**config.mk**
```make
export PLATFORM = sky130hd
export DESIGN_NAME = ddr3_cmd_fsm
export DESIGN_NICKNAME = d
export VERILOG_FILES = /design/src/rtl/ddr3_cmd_fsm.sv
export SDC_FILE = /design/constraint.sdc
export NUM_CORES = 1
export LEC_CHECK = 0
export ABC_AREA = 1
export CORE_MARGIN = 1
export CORE_UTILIZATION = 25
export DETAILED_ROUTE_END_ITERATION = 10
export PLACE_DENSITY = 0.5
export SETUP_SLACK_MARGIN = 0.1
export SLEW_MARGIN = 20
export SYNTH_ARGS = -nofsm -noshare
export SYNTH_HDL_FRONTEND = slang
export SYNTH_SLANG_ARGS = --single-unit
```
**constraint.sdc**
```tcl
create_clock -name clock -period 2.5 [get_ports clock]
set_input_delay 0.5 -clock clock [delete_from_list [all_inputs] [get_ports clock]]
set_output_delay 0.5 -clock clock [all_outputs]
set_load 0.05 [all_outputs]
```
**src/rtl/ddr3_cmd_fsm.sv**
```systemverilog
// ddr3_cmd_fsm: closed-page DDR3 command sequencer.
// Each upstream request runs ACT -> RD/WR -> PRE and then returns to IDLE.
// Periodic refresh is present only when the macro DDR3_CMD_REFRESH_EN is defined.
// In the default build there is no refresh logic, and REF is never issued.
// All DDR command and response outputs are registered.
// mem_accept_o is decoded from the state register.
module ddr3_cmd_fsm #(
    parameter int unsigned TRCD       = 6,
    parameter int unsigned TRP        = 6,
    parameter int unsigned TRAS       = 15,
    parameter int unsigned TWR        = 8,
    parameter int unsigned TRFC       = 44,
    parameter int unsigned TREFI      = 780,
    parameter int unsigned RD_TIMEOUT = 16
) (
    input  logic        clock,
    input  logic        reset,
    input  logic        mem_store_i,
    input  logic        mem_fetch_i,
    input  logic [3:0]  mem_req_id_i,
    input  logic [31:0] mem_addr_i,
    input  logic [3:0]  mem_wrmask_i,
    input  logic [31:0] mem_wrdata_i,
    output logic        mem_accept_o,
    output logic        mem_valid_o,
    output logic        mem_error_o,
    output logic [3:0]  mem_resp_id_o,
    output logic [31:0] mem_rddata_o,
    output logic [2:0]  cmd_o,
    output logic [2:0]  cmd_bank_o,
    output logic [13:0] cmd_addr_o,
    output logic [3:0]  cmd_wrmask_o,
    output logic [31:0] cmd_wrdata_o,
    input  logic        rd_valid_i,
    input  logic [31:0] rd_data_i
);

    typedef enum logic [2:0] {
        IDLE, ACT_WAIT, ACCESS, RD_WAIT, WR_REC, PRE_WAIT, REF_WAIT
    } state_e;

    typedef enum logic [2:0] {
        CMD_NOP = 3'd0, CMD_ACT = 3'd1, CMD_RD = 3'd2,
        CMD_WR  = 3'd3, CMD_PRE = 3'd4, CMD_REF = 3'd5
    } cmd_e;

    function automatic int unsigned max2(input int unsigned a, input int unsigned b);
        return (a > b) ? a : b;
    endfunction

    // One shared per-state phase counter covers every wait except tRAS.
    localparam int unsigned PH_MAX = max2(max2(max2(TRCD, TWR), max2(RD_TIMEOUT, TRP)), TRFC);
    localparam int unsigned PH_W   = $clog2(PH_MAX + 1);
    localparam int unsigned RAS_W  = $clog2(TRAS + 1);

    // A command is loaded one cycle before it appears on cmd_o.
    // Each *_LAST value is therefore the phase at which the next command is loaded.
    localparam logic [PH_W-1:0]  RCD_LAST = PH_W'((TRCD >= 1) ? TRCD - 1 : 0);
    localparam logic [PH_W-1:0]  WR_LAST  = PH_W'((TWR >= 2) ? TWR - 2 : 0);
    localparam logic [PH_W-1:0]  TO_LAST  = PH_W'((RD_TIMEOUT >= 1) ? RD_TIMEOUT - 1 : 0);
    localparam logic [PH_W-1:0]  TRP_LAST = PH_W'(TRP);
    localparam logic [RAS_W-1:0] RAS_LAST = RAS_W'((TRAS >= 1) ? TRAS - 1 : 0);

    state_e            state_q, state_d;
    logic [PH_W-1:0]   phase_cnt;
    logic [RAS_W-1:0]  ras_cnt;
    logic              ready_q;
    logic              refresh_req;
    logic              take;

    // Request fields captured on the accepting cycle.
    logic              wr_q, bad_q;
    logic [3:0]        id_q;
    logic [2:0]        bank_q;
    logic [9:0]        col_q;
    logic [3:0]        mask_q;
    logic [31:0]       data_q;

    cmd_e              cmd_d;
    logic [2:0]        cmd_bank_d;
    logic [13:0]       cmd_addr_d;
    logic [3:0]        cmd_wrmask_d;
    logic [31:0]       cmd_wrdata_d;
    logic              valid_d, error_d;
    logic [3:0]        resp_id_d;
    logic [31:0]       rddata_d;

    // Address bits outside the row/bank/column fields are not used.
    logic              unused_addr_bits;
    assign unused_addr_bits = &{1'b0, mem_addr_i[31:29], mem_addr_i[1:0]};

`ifdef DDR3_CMD_REFRESH_EN
    localparam int unsigned       REFI_W    = $clog2(TREFI + 1);
    localparam logic [REFI_W-1:0] REFI_LAST = REFI_W'((TREFI >= 1) ? TREFI - 1 : 0);
    localparam logic [PH_W-1:0]   RFC_LAST  = PH_W'((TRFC >= 1) ? TRFC - 1 : 0);

    logic [REFI_W-1:0] refi_cnt;
    logic              refi_wrap;
    logic              ref_pend_q;
    logic              ref_clear;

    // A refresh wins over a request in the same cycle as the counter wrap.
    // It also wins in any later IDLE cycle while the refresh is pending.
    assign refi_wrap   = (refi_cnt == REFI_LAST);
    assign refresh_req = ref_pend_q | refi_wrap;

    // Free-running refresh interval counter with a single, non-queueing pending flag.
    always_ff @(posedge clock or negedge reset) begin
        if (!reset) begin
            refi_cnt   <= '0;
            ref_pend_q <= 1'b0;
        end else begin
            refi_cnt <= refi_wrap ? '0 : refi_cnt + REFI_W'(1);
            if (refi_wrap)
                ref_pend_q <= 1'b1;
            else if (ref_clear)
                ref_pend_q <= 1'b0;
        end
    end
`else
    // TREFI has no effect without refresh support.
    assign refresh_req = (TREFI == 0) && 1'b0;
`endif

    assign mem_accept_o = ready_q && (state_q == IDLE) && !refresh_req;
    assign take         = mem_accept_o && (mem_store_i || mem_fetch_i);

    // Compute the next state and the next values of all registered outputs.
    always_comb begin
        state_d      = state_q;
        cmd_d        = CMD_NOP;
        cmd_bank_d   = '0;
        cmd_addr_d   = '0;
        cmd_wrmask_d = '0;
        cmd_wrdata_d = '0;
        valid_d      = 1'b0;
        error_d      = 1'b0;
        resp_id_d    = mem_resp_id_o;
        rddata_d     = mem_rddata_o;
`ifdef DDR3_CMD_REFRESH_EN
        ref_clear    = 1'b0;
`endif
        case (state_q)
            IDLE: begin
`ifdef DDR3_CMD_REFRESH_EN
                if (ready_q && refresh_req) begin
                    cmd_d   = CMD_REF;
                    state_d = REF_WAIT;
                end else
`endif
                if (take) begin
                    if (mem_store_i && mem_fetch_i) begin
                        // A conflicting request issues no DDR command.
                        // It spends one cycle in ACCESS so that accept stays low during the error response.
                        valid_d   = 1'b1;
                        error_d   = 1'b1;
                        resp_id_d = mem_req_id_i;
                        state_d   = ACCESS;
                    end else begin
                        cmd_d      = CMD_ACT;
                        cmd_bank_d = mem_addr_i[14:12];
                        cmd_addr_d = mem_addr_i[28:15];
                        state_d    = ACT_WAIT;
                    end
                end
            end
            ACT_WAIT: begin
                if (phase_cnt >= RCD_LAST) begin
                    cmd_d      = wr_q ? CMD_WR : CMD_RD;
                    cmd_bank_d = bank_q;
                    cmd_addr_d = {4'b0, col_q};
                    if (wr_q) begin
                        cmd_wrmask_d = mask_q;
                        cmd_wrdata_d = data_q;
                    end
                    state_d = ACCESS;
                end
            end
            ACCESS: begin
                if (bad_q) begin
                    state_d = IDLE;
                end else if (wr_q) begin
                    valid_d   = 1'b1;
                    resp_id_d = id_q;
                    state_d   = WR_REC;
                end else begin
                    state_d = RD_WAIT;
                end
            end
            RD_WAIT: begin
                if (rd_valid_i) begin
                    valid_d   = 1'b1;
                    resp_id_d = id_q;
                    rddata_d  = rd_data_i;
                    state_d   = WR_REC;
                end else if (phase_cnt >= TO_LAST) begin
                    valid_d   = 1'b1;
                    error_d   = 1'b1;
                    resp_id_d = id_q;
                    rddata_d  = '0;
                    state_d   = WR_REC;
                end
            end
            WR_REC: begin
                // Reads also pass through this state so that PRE waits for tRAS.
                // For reads, the tWR term does not apply.
                if ((!wr_q || phase_cnt >= WR_LAST) && ras_cnt >= RAS_LAST) begin
                    cmd_d      = CMD_PRE;
                    cmd_bank_d = bank_q;
                    state_d    = PRE_WAIT;
                end
            end
            PRE_WAIT: begin
                if (phase_cnt >= TRP_LAST)
                    state_d = IDLE;
            end
`ifdef DDR3_CMD_REFRESH_EN
            REF_WAIT: begin
                if (phase_cnt >= RFC_LAST) begin
                    ref_clear = 1'b1;
                    state_d   = IDLE;
                end
            end
`endif
            default: state_d = IDLE;
        endcase
    end

    // Update the state, the saturating timers, the captured request and the registered outputs.
    always_ff @(posedge clock or negedge reset) begin
        if (!reset) begin
            state_q       <= IDLE;
            phase_cnt     <= '0;
            ras_cnt       <= '0;
            ready_q       <= 1'b0;
            wr_q          <= 1'b0;
            bad_q         <= 1'b0;
            id_q          <= '0;
            bank_q        <= '0;
            col_q         <= '0;
            mask_q        <= '0;
            data_q        <= '0;
            cmd_o         <= '0;
            cmd_bank_o    <= '0;
            cmd_addr_o    <= '0;
            cmd_wrmask_o  <= '0;
            cmd_wrdata_o  <= '0;
            mem_valid_o   <= 1'b0;
            mem_error_o   <= 1'b0;
            mem_resp_id_o <= '0;
            mem_rddata_o  <= '0;
        end else begin
            state_q <= state_d;
            ready_q <= 1'b1;
            if (state_d != state_q)
                phase_cnt <= '0;
            else if (phase_cnt != '1)
                phase_cnt <= phase_cnt + PH_W'(1);
            if (cmd_d == CMD_ACT)
                ras_cnt <= '0;
            else if (ras_cnt != '1)
                ras_cnt <= ras_cnt + RAS_W'(1);
            if (take) begin
                wr_q   <= mem_store_i;
                bad_q  <= mem_store_i && mem_fetch_i;
                id_q   <= mem_req_id_i;
                bank_q <= mem_addr_i[14:12];
                col_q  <= mem_addr_i[11:2];
                mask_q <= mem_wrmask_i;
                data_q <= mem_wrdata_i;
            end
            cmd_o         <= cmd_d;
            cmd_bank_o    <= cmd_bank_d;
            cmd_addr_o    <= cmd_addr_d;
            cmd_wrmask_o  <= cmd_wrmask_d;
            cmd_wrdata_o  <= cmd_wrdata_d;
            mem_valid_o   <= valid_d;
            mem_error_o   <= error_d;
            mem_resp_id_o <= resp_id_d;
            mem_rddata_o  <= rddata_d;
        end
    end

endmodule

```
==> flow_metrics.py <==
metrics = {
    "status": {
        "run_status": "complete, no violations",
    },
    "timing": {
        "rsz0062_at_grt": "no",
        "final.min_clock_period_ps": 2110,
        "fmax_mhz": 475,
        "setup_viol": 0,
        "final_hold_viol_count": 0,
        "finalSetupTns_ps": 0,
        "final-max-slew-violation-count": 0,
        "worst_pin_slew_ps": 550,
        "relSlewSlack_pct": 63.2,
        "timing.final.crit_share_pct": 84.3,
        "fin_skew_ps": 16.6,
    },
    "logic_synthesis": {
        "ys_ff_latch": 163,
        "synth_area_per_cell_um2": 9.67,
        "synth_top_cell_area_share_pct": 65.1,
        "yosys_warnings": 0,
        "async_flop_share_pct": 100,
        "synthTopCellsByCount": "166 x nand2_1, 163 x dfrtp_1, 72 x inv_1, 67 x nor2_1, 65 x o21ai_0",
        "syn_inst": 648,
        "synth_nets": 763,
        "synth_top_area_cell": "dfrtp_1",
        "yosysMostFrequentCell": "nand2_1",
        "synth.distinct_cells": 31,
        "yosys-top-cells-area": "dfrtp_1 65%, nand2_1 9.9%, o21ai_0 5.2%, inv_1 4.3%, nor2_1 4.0%",
        "ys_seq_area_share_pct": 65.1,
        "synth_edf_count": 0,
        "ys.flop_type": "dfrtp_1",
        "syn_area_um2": 6270,
    },
    "pwr": {
        "p_sw_mw": 3.88,
        "sequentialPowerShare_pct": 38.2,
        "p_leak_nw": 4.32,
        "p_sw_share_pct": 38.9,
        "peakVddDrop_v": 0.000500,
        "p_clk_share_pct": 25.8,
        "power_mw": 9.97,
        "internal_power_mw": 6.09,
        "power_density_nw_per_um2": 1080,
        "pwr-share-comb_pct": 36.0,
    },
    "grt": {
        "antenna_found_initial": 0,
        "grt_overflow_total": 0,
        "grt_first_pass_wirelength_um": 25700,
        "grt_max_degree": 79,
        "grt_pass1_vias": 4859,
        "grt_usage_pct": 12.7,
    },
    "clock_network": {
        "clk_pin_slew_worst_paths_ps": 70,
        "clk_path_buf_depth": 2,
        "cts.sinks": 163,
        "clk_latency_ps": 420,
        "cts_setup_buffers": 0,
        "cts_hold_repair.buffers": 0,
        "cts_tree": "done",
        "root_buffer": "clkbuf_16",
        "numCtsBuffers": 17,
        "cts_resized": 0,
        "htreeDepth": 4,
    },
    "critical_path": {
        "worst_path_max_delay_cell": "clkdlybuf4s50_1",
        "cp_cell_sequence": "clkdlybuf4s50_1",
        "worst_path_dominant_cell_family": "buffers and inverters",
        "critPathBufInv": 1,
        "crit_arrival_ps": 1610,
        "worstPathRequired_ps": 2000,
        "worstSetupPathType": "reg -> out",
        "cpPeakStageDelay_ps": 820,
        "cp_max_fo": 2,
        "critical_path.startpoint_type": "flop",
        "critPathCaptureType": "output port",
    },
    "layout": {
        "nFillCells": 2459,
        "insertedDiodeCount": 0,
        "nets": 968,
        "drive_above_1_share_pct": 7.74,
        "multi_input_area_um2": 1790,
        "stdcell_count": 1190,
        "syn_to_final_growth_pct": 47.5,
        "seq_area_um2": 4080,
    },
    "min_path": {
        "worstHoldPathType": "in -> async",
    },
    "routing": {
        "drt_iter0_drc": 291,
        "drc": 0,
        "ant_nets": 0,
        "via_per_inst": 4.03,
        "wl_per_cell_um": 13.2,
        "first_pass_iters": 4,
        "drt-total-wl_um": 15700,
        "vias": 4795,
    },
    "floorplan": {
        "ios": 204,
        "initial_core_util_pct": 25.6,
        "die_w_um": 160,
        "die_area_um2": 25700,
        "core_um2": 24500,
        "fp.dieH_um": 160,
        "rows": 57,
    },
    "placed_design": {
        "dp_cells": 1158,
        "place_hpwl_um": 10700,
        "gp_congestion": 0.729,
        "portBuffers": 198,
    },
    "flow_run": {
        "cap_violations": 0,
    },
}
-- cells by family after synthesis --
family	after synthesis	share of synthesized area [%]
compound gates	80	6.73
flops	163	65.1
fa+ha+maj	6	1.20
other cells	1	0.0598
xor+xnor	3	0.419
buf+inv	99	6.41
mux	5	0.898
simple gates	291	19.2
-- through the flow --
stage          hold WS (ps)  instance area [um2]  util (%)  setup slack, ps
6_report               28.3                 9240      37.8              394
5_1_grt                61.3                 9240      37.8              322
4_1_cts                46.3                 9240      37.8              364
3_5_place_dp            458                 8670      35.5              325
3_3_place_gp            453                 8670      35.5              349
2_1_floorplan           204                 6270         -              802
-- sequential cells by signal, indices dropped and copies added (netlist names) --
register,cells
mem_error_o,1
cmd_o,3
cmd_addr_o,14
mem_valid_o,1
state_q,3
ready_q,1
cmd_bank_o,3
mask_q,4
col_q,10
ras_cnt,4
data_q,32
cmd_wrdata_o,32
phase_cnt,6
bank_q,3
cmd_wrmask_o,4
wr_q,1
id_q,4
bad_q,1
mem_rddata_o,32
mem_resp_id_o,4
-- power by group through the flow --
| stage | sequential, mW | clock [mW] | combinational, mW |
|---|---|---|---|
| global placement | 3.84 | 0 | 3.61 |
| CTS | 3.82 | 2.67 | 3.65 |
| global route | 3.92 | 2.76 | 3.95 |
| floorplan | 4.96 | 0 | 1.23 |
| detailed placement | 3.86 | 0 | 3.63 |
| finish | 3.81 | 2.57 | 3.59 |
-- final timing paths --
check	from	to	slack [ps]	cells after the start
max	mem_rddata_o[13]	mem_rddata_o[13]	390	1
min	reset	cmd_wrdata_o[30]	30	1
max reg2reg	phase_cnt[1]	cmd_wrdata_o[17]	690	11
min reg2reg	mem_rddata_o[21]	mem_rddata_o[21]	470	2
max in group asynchronous	reset	state_q[0]	1820	2
min in group clock	mem_rddata_o[21]	mem_rddata_o[21]	470	2
-- cell usage in the layout, fill, tap and decap left out, drive strengths merged --
| cell | count |
|---|---|
| a21oi | 6 |
| a22oi | 1 |
| a31oi | 4 |
| buf | 16 |
| bufinv | 1 |
| clkbuf | 18 |
| clkdlybuf4s50 | 196 |
| clkinv | 4 |
| clkinvlp | 2 |
| conb | 1 |
| dfrtp | 163 |
| ha | 6 |
| inv | 80 |
| mux2 | 5 |
| nand2 | 171 |
| nand3 | 43 |
| nand3b | 1 |
| nand4 | 2 |
| nor2 | 69 |
| nor3 | 3 |
| o21ai | 65 |
| o21bai | 1 |
| o22ai | 3 |
| or2 | 2 |
| xnor2 | 1 |
| xor2 | 2 |
-- routing by layer --
metal  share of wire, %  routed length, um  track usage, %
met1                 47               7400            16.7
met2                 44               6960            19.7
met3                8.1               1270            4.73
met4               0.59                 93            3.12
met5                  0                  0               0
-- layout make-up --
cell class / count / area share (%)
sequential: 163 / 44.1
inverter: 73 / 2.96
tap: 324 / 4.39
timing repair buffer: 212 / 23.0
clock inverter: 14 / 1.54
clock buffer: 18 / 4.64
multi-input combinational: 386 / 19.4
(Power assumes the default switching activity.)
